[config.mk]
export PLATFORM = sky130hd
export DESIGN_NAME = param_mode_counter
export DESIGN_NICKNAME = d
export VERILOG_FILES = /design/src/rtl/param_mode_counter.sv
export SDC_FILE = /design/constraint.sdc
export NUM_CORES = 1
export LEC_CHECK = 0
export CAP_MARGIN = 20
export CORE_ASPECT_RATIO = 0.9
export CORE_MARGIN = 8
export CORE_UTILIZATION = 48
export DETAILED_ROUTE_END_ITERATION = 10
export PLACE_DENSITY = 0.82
export SKIP_LAST_GASP = 1
export SLEW_MARGIN = 20
export SYNTH_ARGS = -nofsm -noshare
export SYNTH_HDL_FRONTEND = slang
export SYNTH_SLANG_ARGS = --single-unit
[constraint.sdc]
create_clock -name clk_p -period 1.9 [get_ports clk_p]
set_input_delay 0.57 -clock clk_p [delete_from_list [all_inputs] [get_ports clk_p]]
set_output_delay 0.57 -clock clk_p [all_outputs]
set_load 0.01 [all_outputs]
[src/rtl/param_mode_counter.sv]
// Parametrised up/down/load counter with modulo bound, wrap-or-saturate policy,
// terminal-count pulse, load range error pulse and sticky overflow flag.
module param_mode_counter #(
  parameter int WIDTH    = 8,
  parameter int MOD_MAX  = 255,
  parameter int STEP_W   = 4,
  parameter int SATURATE = 0,
  parameter int RST_VAL  = 0
) (
  input  logic              clk_p,
  input  logic              rst_n,
  input  logic              en,
  input  logic [1:0]        mode,
  input  logic [STEP_W-1:0] step,
  input  logic [WIDTH-1:0]  data_in,
  input  logic              clr_ovf,
  output logic [WIDTH-1:0]  data_out,
  output logic              tc,
  output logic              ovf,
  output logic              load_err
);

  typedef enum logic [1:0] {
    MODE_HOLD = 2'b00,
    MODE_UP   = 2'b01,
    MODE_DOWN = 2'b10,
    MODE_LOAD = 2'b11
  } mode_t;

  localparam logic [WIDTH:0]   MAX_X  = (WIDTH+1)'(MOD_MAX);
  localparam logic [WIDTH-1:0] MAX_W  = WIDTH'(MOD_MAX);
  // MOD_MAX+1 may equal 2^WIDTH and truncate to zero; the wrapped results are
  // always below 2^WIDTH, so modulo-2^WIDTH arithmetic still yields them exactly.
  localparam logic [WIDTH-1:0] SPAN_W = WIDTH'(MOD_MAX + 1);

  mode_t            mode_sel;
  logic [WIDTH-1:0] step_w;
  logic [WIDTH:0]   sum_x;
  logic [WIDTH-1:0] wrap_up;
  logic [WIDTH-1:0] wrap_dn;
  logic [WIDTH-1:0] cnt_nxt;
  logic             tc_nxt;
  logic             lerr_nxt;

  assign mode_sel = mode_t'(mode);
  assign step_w   = WIDTH'(step);
  assign sum_x    = {1'b0, data_out} + {1'b0, step_w};
  assign wrap_up  = sum_x[WIDTH-1:0] - SPAN_W;
  assign wrap_dn  = data_out - step_w + SPAN_W;

  always_comb begin
    cnt_nxt  = data_out;
    tc_nxt   = 1'b0;
    lerr_nxt = 1'b0;
    if (en) begin
      case (mode_sel)
        MODE_HOLD: cnt_nxt = data_out;
        MODE_UP: begin
          if (sum_x > MAX_X) begin
            tc_nxt  = 1'b1;
            cnt_nxt = (SATURATE != 0) ? MAX_W : wrap_up;
          end else begin
            cnt_nxt = sum_x[WIDTH-1:0];
          end
        end
        MODE_DOWN: begin
          if (data_out >= step_w) begin
            cnt_nxt = data_out - step_w;
          end else begin
            tc_nxt  = 1'b1;
            cnt_nxt = (SATURATE != 0) ? '0 : wrap_dn;
          end
        end
        MODE_LOAD: begin
          if (data_in > MAX_W) begin
            lerr_nxt = 1'b1;
            cnt_nxt  = MAX_W;
          end else begin
            cnt_nxt  = data_in;
          end
        end
        default: cnt_nxt = data_out;
      endcase
    end
  end

  always_ff @(posedge clk_p or negedge rst_n) begin
    if (!rst_n) begin
      data_out <= WIDTH'(RST_VAL);
      tc       <= 1'b0;
      ovf      <= 1'b0;
      load_err <= 1'b0;
    end else begin
      data_out <= cnt_nxt;
      tc       <= tc_nxt;
      load_err <= lerr_nxt;
      // a new boundary event outranks a simultaneous clear
      ovf      <= tc_nxt | (ovf & ~clr_ovf);
    end
  end

endmodule

### Word level (Yosys, flattened, before mapping)

Index checks and enable logic that the tools add are counted.

| storage, ports and cells | value |
|---|---|
| bits of input ports | 18 |
| word-level logic and storage cells | 27 |
| flip-flop bits (word level) | 11 |
| output and inout port bits | 11 |

| cells by class | value |
|---|---|
| $add $sub $neg | 2 |
| reduce and logical (&&, ||, !) cells | 2 |
| bitwise gates (word level) | 4 |
| mux-type cells | 9 |
| eq/ne operators | 3 |
| order comparisons | 3 |

Operators with widths:

| cell | count |
|---|---|
| $pmux 8 s3 | 1 |
| $add 8x4->9 | 1 |
| $gt 9x8->1 const B | 1 |
| $ge 8x4->1 | 1 |
| $gt 8x8->1 const B | 1 |
| $mux 8 | 1 |
| $sub 8x4->8 | 1 |
| $mux 1 | 6 |
| $eq 2x2->1 const B | 2 |
| $eq 2x1->1 const B | 1 |
| $logic_not 2->1 | 1 |
| $not 1->1 | 2 |
| $pmux 1 s2 | 1 |
| $reduce_and 2->1 | 1 |
| $and 1x1->1 | 1 |
| $or 1x1->1 | 1 |

### Logic depth before layout (Yosys ltp)

Gate-level depths: netlist (run 1).

| logic depth | value |
|---|---|
| depth after elaboration | 6 |
| mapped depth | 9 |
| gate-level depth less buffers | 9 |

### Worst setup path before layout (run 1)

OpenSTA, ideal clock, no wires.

| path | value |
|---|---|
| path kind | in2reg |
| start | input step[2] |
| end | register ovf |
| library setup time | 0.086 ns |
| setup slack | 0.021 ns |
| arrival time | 1.793 ns |
| data required time | 1.814 ns |
| buffers on the path | 1 |
| cell stages on the path | 8 |
| cell sequence | inv_1 -> ha_1 -> buf_6 -> nand2b_4 -> a21oi_2 -> nor2_1 -> or3_4 -> o221ai_2 |

| on the way | value |
|---|---|
| longest elaborated chain between the ends | 6 |
| elaborated cells between the ends (all ways) | 8 |
| those cells by class | add/sub (1); order compare (2); mux (4); bitwise (1) |

Ends and longest elaborated chain:

| what | RTL line | source |
|---|---|---|
| start, declared | 14 | `input logic [STEP_W-1:0] step,` |
| $add 8x4->9 | 47 | `assign sum_x = {1'b0, data_out} + {1'b0, step_w};` |
| $gt 9x8->1 | 59 | `if (sum_x > MAX_X) begin` |
| $mux 1 | 59 |  |
| $pmux 1 s2 (*) | 56 | `case (mode_sel)` |
| $mux 1 (*) | 55 | `if (en) begin` |
| $or 1x1->1 (*) | 98 | `ovf <= tc_nxt \| (ovf & ~clr_ovf);` |
| end signal, assigned | 98 |  |
| end, declared | 19 | `output logic ovf,` |

Mark *: on every way between the ends. The rest lies on a longest branch, timed or not.
A chain may end at the register's enable or synchronous reset.

### Worst setup path after layout (run 1)

| path | value |
|---|---|
| start | register data_out[0] |
| end | register data_out[4] |

| on the way | value |
|---|---|
| longest elaborated chain between the ends | 2 |
| elaborated cells between the ends (all ways) | 3 |
| those cells by class | add/sub (2); mux (1) |

Ends and longest elaborated chain:

| what | RTL line | source |
|---|---|---|
| start, declared | 17 | `output logic [WIDTH-1:0] data_out,` |
| start signal, assigned | 89 | `data_out <= WIDTH'(RST_VAL);` |
| start signal, assigned | 94 | `data_out <= cnt_nxt;` |
| $sub 8x4->8 / $add 8x4->9 (equally long branches) | 49, 68, 47 |  |
| $pmux 8 s3 (*) | 56 |  |

Marked as above.

==> metrics, run 1 <==
post-synth cell types=46; Relative slew margins=63.9%; status=finished, violations left; Tcrit/Tclk final=105%; crit-path max FO=3; Synthesized Nets=165; post-route ant nets=0; fin util=82.7%; placed inst area=1570 µm²; Die W=66.5 µm; # nets final=228; DR iter-0 viols=100; Top FF cell, synth=dfrtp_1; Die Area=4080 µm²; Net Sw Frac=43.0%; worst path arrival time=2140 ps; Synth Register Bits=10; TritonRoute pass-1 iters=4; CP max-delay cell=dfrtp_1; pin count of the biggest net entering global routing=11; initial antenna violation count=0; layout cells sized above 1=40.0%; area delta synth->final=64.2%; pre-CTS WS=-658 ps; CTS H-tree lvls=1; WP data required=2040 ps; Cell Area, Synth=1100 µm²; WL final=4.37 mm; RSZ-0062 raised after global routing=yes; Worst Hold Class=reg -> reg; worst setup path start=data_out[0]; Worst-path clk slew=80 ps; Worst Setup Start Kind=flip-flop; Clock Skew=1.76 ps; Pwr Density=1040 nW/µm²; Finished Cell Area=1810 µm²; violated checks=setup timing; vias in the first global route=1,344; Post-Synthesis Cells=133; CP max stage delay=430 ps; CTS buffer count=3; vias=1,368; logic gate share of total power=70.2%; internal power=1.07 mW; Yosys Warn Count=0; CTS root buffer=clkbuf_4; vias per cell=6.16; Mapped Avg Cell Area=8.27 µm²; Max Buffers Root-to-Sink=2; minimum clock period=2000 ps; CTS tree=yes; max-slew violation count=0; most frequent cells in the layout=38 x buf_4, 20 x clkdlybuf4s50_1, 11 x nand2_1, 8 x inv_1, 8 x a21oi_1; fmax=499 MHz; Die H=61.4 µm; Fillers=128; Final Hold Fails=0; # IOs=29; Final WS setup=-103 ps; pin slew with the least headroom to its limit=540 ps; Avg WL per Cell=19.7 µm; most common cell after layout, fill and taps aside=buf_4; initial core utilization=50.4%; worst vdd ir=0.816 mV; most frequent CP cell=inv_2; Pwr Total=1.87 mW; clock sink total=10; leakage power=0.788 nW; first-pass GRT wire length=6.19 mm; CP Class=reg -> reg; PortBufs=27; DP HPWL=2.74 mm; Post-route DRC=0; worst r2r src=data_out[0]; Seq pwr share=18.8%; Clock Power Share=11.0%; number of enable flip-flop cells after synthesis=0; grt total ovfl=0; hold_sp=ovf; gr usage total=19.9%; max-cap violation count=0; Setup Viol. Count Final=3; core area=2180 µm²; Sw Pwr=0.805 mW; Antenna diodes=0; row count=16; sequential area share after synthesis=22.8%; crit-path cells=inv_2 -> ha_4 -> inv_2 -> fa_2 -> a21o_1 -> a21oi_1 -> nor2_1 -> a31oi_1 -> o211ai_1; Setup crit end kind=flip-flop; Skew-Pair Late Insertion Delay=280 ps; gpl congestion=0.917; asr flop ratio synth=100%
==> per-layer routing <==
layer / wire (µm) / vias up / track usage [%]
met3: 379 / 28 / 4.73
li1: - / 602 / -
met5: 0 / - / 0
met4: 261 / 0 / 13.1
met2: 2050 / 86 / 33.1
met1: 1680 / 652 / 22.4
==> through the flow <==
stage | setup TNS (ps) | std cells | hold slack (ps)
4_1_cts | -47.0 | 216 | 579
3_5_place_dp | -5140 | 208 | 587
2_1_floorplan | 0 | 133 | 274
3_3_place_gp | -4530 | 208 | 541
6_report | -138 | 222 | 590
5_1_grt | -390 | 222 | 645
==> flip-flops by register name, summed over array words and instances, names as in the netlist <==
| name | flops |
|---|---|
| data_out | 8 |
| ovf | 1 |
| tc | 1 |
==> final timing paths <==
kind                               end  slack, ps  cells after the start
min reg2reg                        ovf        590                      2
max reg2reg                data_out[4]       -100                      9
max in group asynchronous  data_out[2]        870                      1
max                        data_out[4]       -100                      9
min                                ovf        590                      2
min in group asynchronous  data_out[1]        640                      1
==> cells in the mapped netlist (all sizes together) (3+ instances only) <==
cell type	count	area, µm²
o211ai	6	45.0
nand3	3	15.0
inv	12	45.0
dfrtp	10	250
ha	12	150
o21ai	6	33.8
a21oi	9	48.8
a31oi	4	25.0
nand2b	3	26.3
nor2	10	42.5
buf	7	43.8
nor2b	3	18.8
nand2	12	45.0
==> logic make-up (layout without fill, tap and decap cells) <==
family,Yosys count,count (layout),share of synthesized area [%]
xor+xnor,2,2,1.59
other cells,1,1,0.341
mux,2,2,1.82
buf+inv,20,82,8.42
simple gates,44,44,21.5
flops,10,10,22.8
compound gates,40,40,26.3
fa+ha+maj,14,14,17.3
==> layout make-up <==
cell class | instances | area, µm² | share of cell area (%)
Multi-Input combinational cell | 103 | 876 | 48.5
Timing Repair Buffer | 66 | 559 | 31.0
Sequential cell | 10 | 255 | 14.1
Inverter | 12 | 45.0 | 2.49
Clock buffer | 4 | 36.3 | 2.01
Tap cell | 27 | 33.8 | 1.87
==> worst max-delay path: cells and delay by family (launching register included) <==
family                     cells  cell delay [ps]
and+or+nand+nor                1               80
adders and majority gates      2              490
DFF                            1              430
buffers and inverters          2              150
AOI/OAI and AO/OA              4              710
==> power by group through the flow <==
stage               clock (mW)  sequential [mW]  combinational (mW)
floorplan                    0            0.383               0.545
global placement             0            0.343               0.977
detailed placement           0            0.352                1.00
CTS                      0.211            0.362                1.10
global route             0.225            0.357                1.40
finish                   0.207            0.351                1.31
==> what timing repair did <==
action | in CTS | in global routing
hold buffers | 0 | 0
pin swaps | 12 | 15
resized for setup | 28 | 15
setup buffers | 4 | 6
setup endpoints to repair | 10 | 12
Note: power is estimated with default switching activity, not from simulation.
==> run 2: changes to the inputs <==
Settings changed: ABC_CLOCK_PERIOD_IN_PS set to 1900.
==> results of run 2 <==
No change in the layout: final DEF, timing and power equal those of run 1.
==> run 3: changes to the inputs <==
Settings changed: ABC_CLOCK_PERIOD_IN_PS 1900 to 2200, SLEW_MARGIN 20 to unset.
Clock period 1.9 ns to 2.2 ns, I/O delays scaled along.
==> metrics, run 3 (synthesized netlist as in run 1, its figures left out) <==
# nets final=217; pre-CTS WS=-403 ps; Setup crit end kind=flip-flop; initial antenna violation count=0; Skew-Pair Late Insertion Delay=280 ps; # IOs=29; vias in the first global route=1,281; most used routing layer=met2; Clock Skew=5.29 ps; worst setup path start=step[3]; TritonRoute pass-1 iters=4; leakage power=0.739 nW; WL final=3.64 mm; core area=2180 µm²; fmax=465 MHz; Register Area=250 µm²; hold_sp=ovf; WP data required=2400 ps; RSZ-0062 raised after global routing=yes; worst r2r src=data_out[0]; gr usage total=18.4%; worst path arrival time=2350 ps; DR iter-0 viols=62; Final WS setup=49.8 ps; fin util=77.2%; Tcrit/Tclk final=97.7%; CTS tree=yes; layout cells sized above 1=29.9%; Worst Setup Start Kind=input port; Worst-path clk slew=80 ps; Avg WL per Cell=17.2 µm; Setup TNS=0 ps; most common cell after layout, fill and taps aside=buf_4; max reg flops=8; Die Area=4080 µm²; max-slew violation count=0; vias=1,233; top flop regs=data_out (8), ovf (1), tc (1); post-route ant nets=0; Die H=61.4 µm; fin cells=211; CTS H-tree lvls=1; hold-fix buffer count after cts=0; initial core utilization=50.4%; Setup Viol. Count Final=0; status=complete, no violations; grt total ovfl=0; PortBufs=27; Max Buffers Root-to-Sink=2; CP Class=in -> reg; Antenna diodes=0; gpl congestion=0.911; pin count of the biggest net entering global routing=11; clock sink total=10; most frequent cells in the layout=28 x buf_4, 24 x clkdlybuf4s50_1, 11 x nand2_1, 10 x dfrtp_1, 9 x inv_1; pin slew with the least headroom to its limit=530 ps; Fillers=143; first-pass GRT wire length=5.86 mm; CTS buffer count=3; Post-route DRC=0; vias per cell=5.84; Die W=66.5 µm; minimum clock period=2150 ps; area of the multi-input gates=835 µm²; DP HPWL=2.71 mm; Biggest register=data_out; crit-path max FO=6; met3 global-route usage=6.00%; CTS root buffer=clkbuf_4; worst vdd ir=0.539 mV; area delta synth->final=53.1%; met2 usage=33.0%; GRT met1 Usage=20.6%; Relative slew margins=64.5%; Worst Hold Class=reg -> reg; Pwr Density=854 nW/µm²; Placed Cells incl. Taps=206; row count=16; Final Hold Fails=0; max-cap violation count=0
run 3: changes by cell type in the layout (fill, tap and decap cells not counted), sizes merged:
cell	delta
clkbuf	-1
clkdlybuf4s50	+4
dlygate4sd2	-3
buf	-11
clkdlybuf4s15	-1
dlymetal6s2s	+1
run 3: per-layer routing:
| layer | wire length (µm) | share of wire (%) | vias up |
|---|---|---|---|
| met5 | 0 | 0 | - |
| met4 | 74 | 2.0 | 0 |
| met2 | 1800 | 50 | 57 |
| li1 | - | - | 573 |
| met3 | 296 | 8.1 | 8 |
| met1 | 1470 | 40 | 595 |
run 3: path summary, 6_finish.rpt:
check / endpoint / slack, ps / cells past startpoint
setup / recovery: data_out[7] / 50 / 8
hold / removal: ovf / 600 / 2
setup reg to reg: data_out[6] / 270 / 9
hold reg to reg: ovf / 600 / 2
max in group asynchronous: data_out[6] / 1120 / 1
min in group asynchronous: data_out[7] / 720 / 1
run 3: final cells by class:
type / count / share of cell area (%)
Inverter: 12 / 2.67
Tap cell: 27 / 2.01
Clock buffer: 4 / 2.15
Multi-Input combinational cell: 103 / 49.6
Timing Repair Buffer: 55 / 28.8
Sequential cell: 10 / 14.9
run 3: worst max-delay path, stage by stage:
cell	delay, ps
clkdlybuf4s50_1	490
inv_1	70
ha_4	250
inv_2	80
o211ai_1	190
a2111oi_4	340
a31oi_1	80
o211ai_1	180
run 3: stage by stage:
step	power, mW	hold slack, ps	cell area, µm²
5_1_grt	1.53	642	1680
6_report	1.44	595	1680
3_3_place_gp	1.11	543	1560
2_1_floorplan	0.801	364	1100
4_1_cts	1.38	596	1650
3_5_place_dp	1.14	554	1560
run 3: power breakdown:
part	internal (mW)	switching, mW	total, mW
logic	0.482	0.421	0.903
registers	0.238	0.121	0.359
clock network	0.101	0.0764	0.177
total	0.821	0.618	1.44
run 3: repair_timing:
action | CTS | global route
resized for setup | 13 | 9
setup endpoints to repair | 7 | 8
pin swaps | 10 | 4
setup buffers | 1 | 0
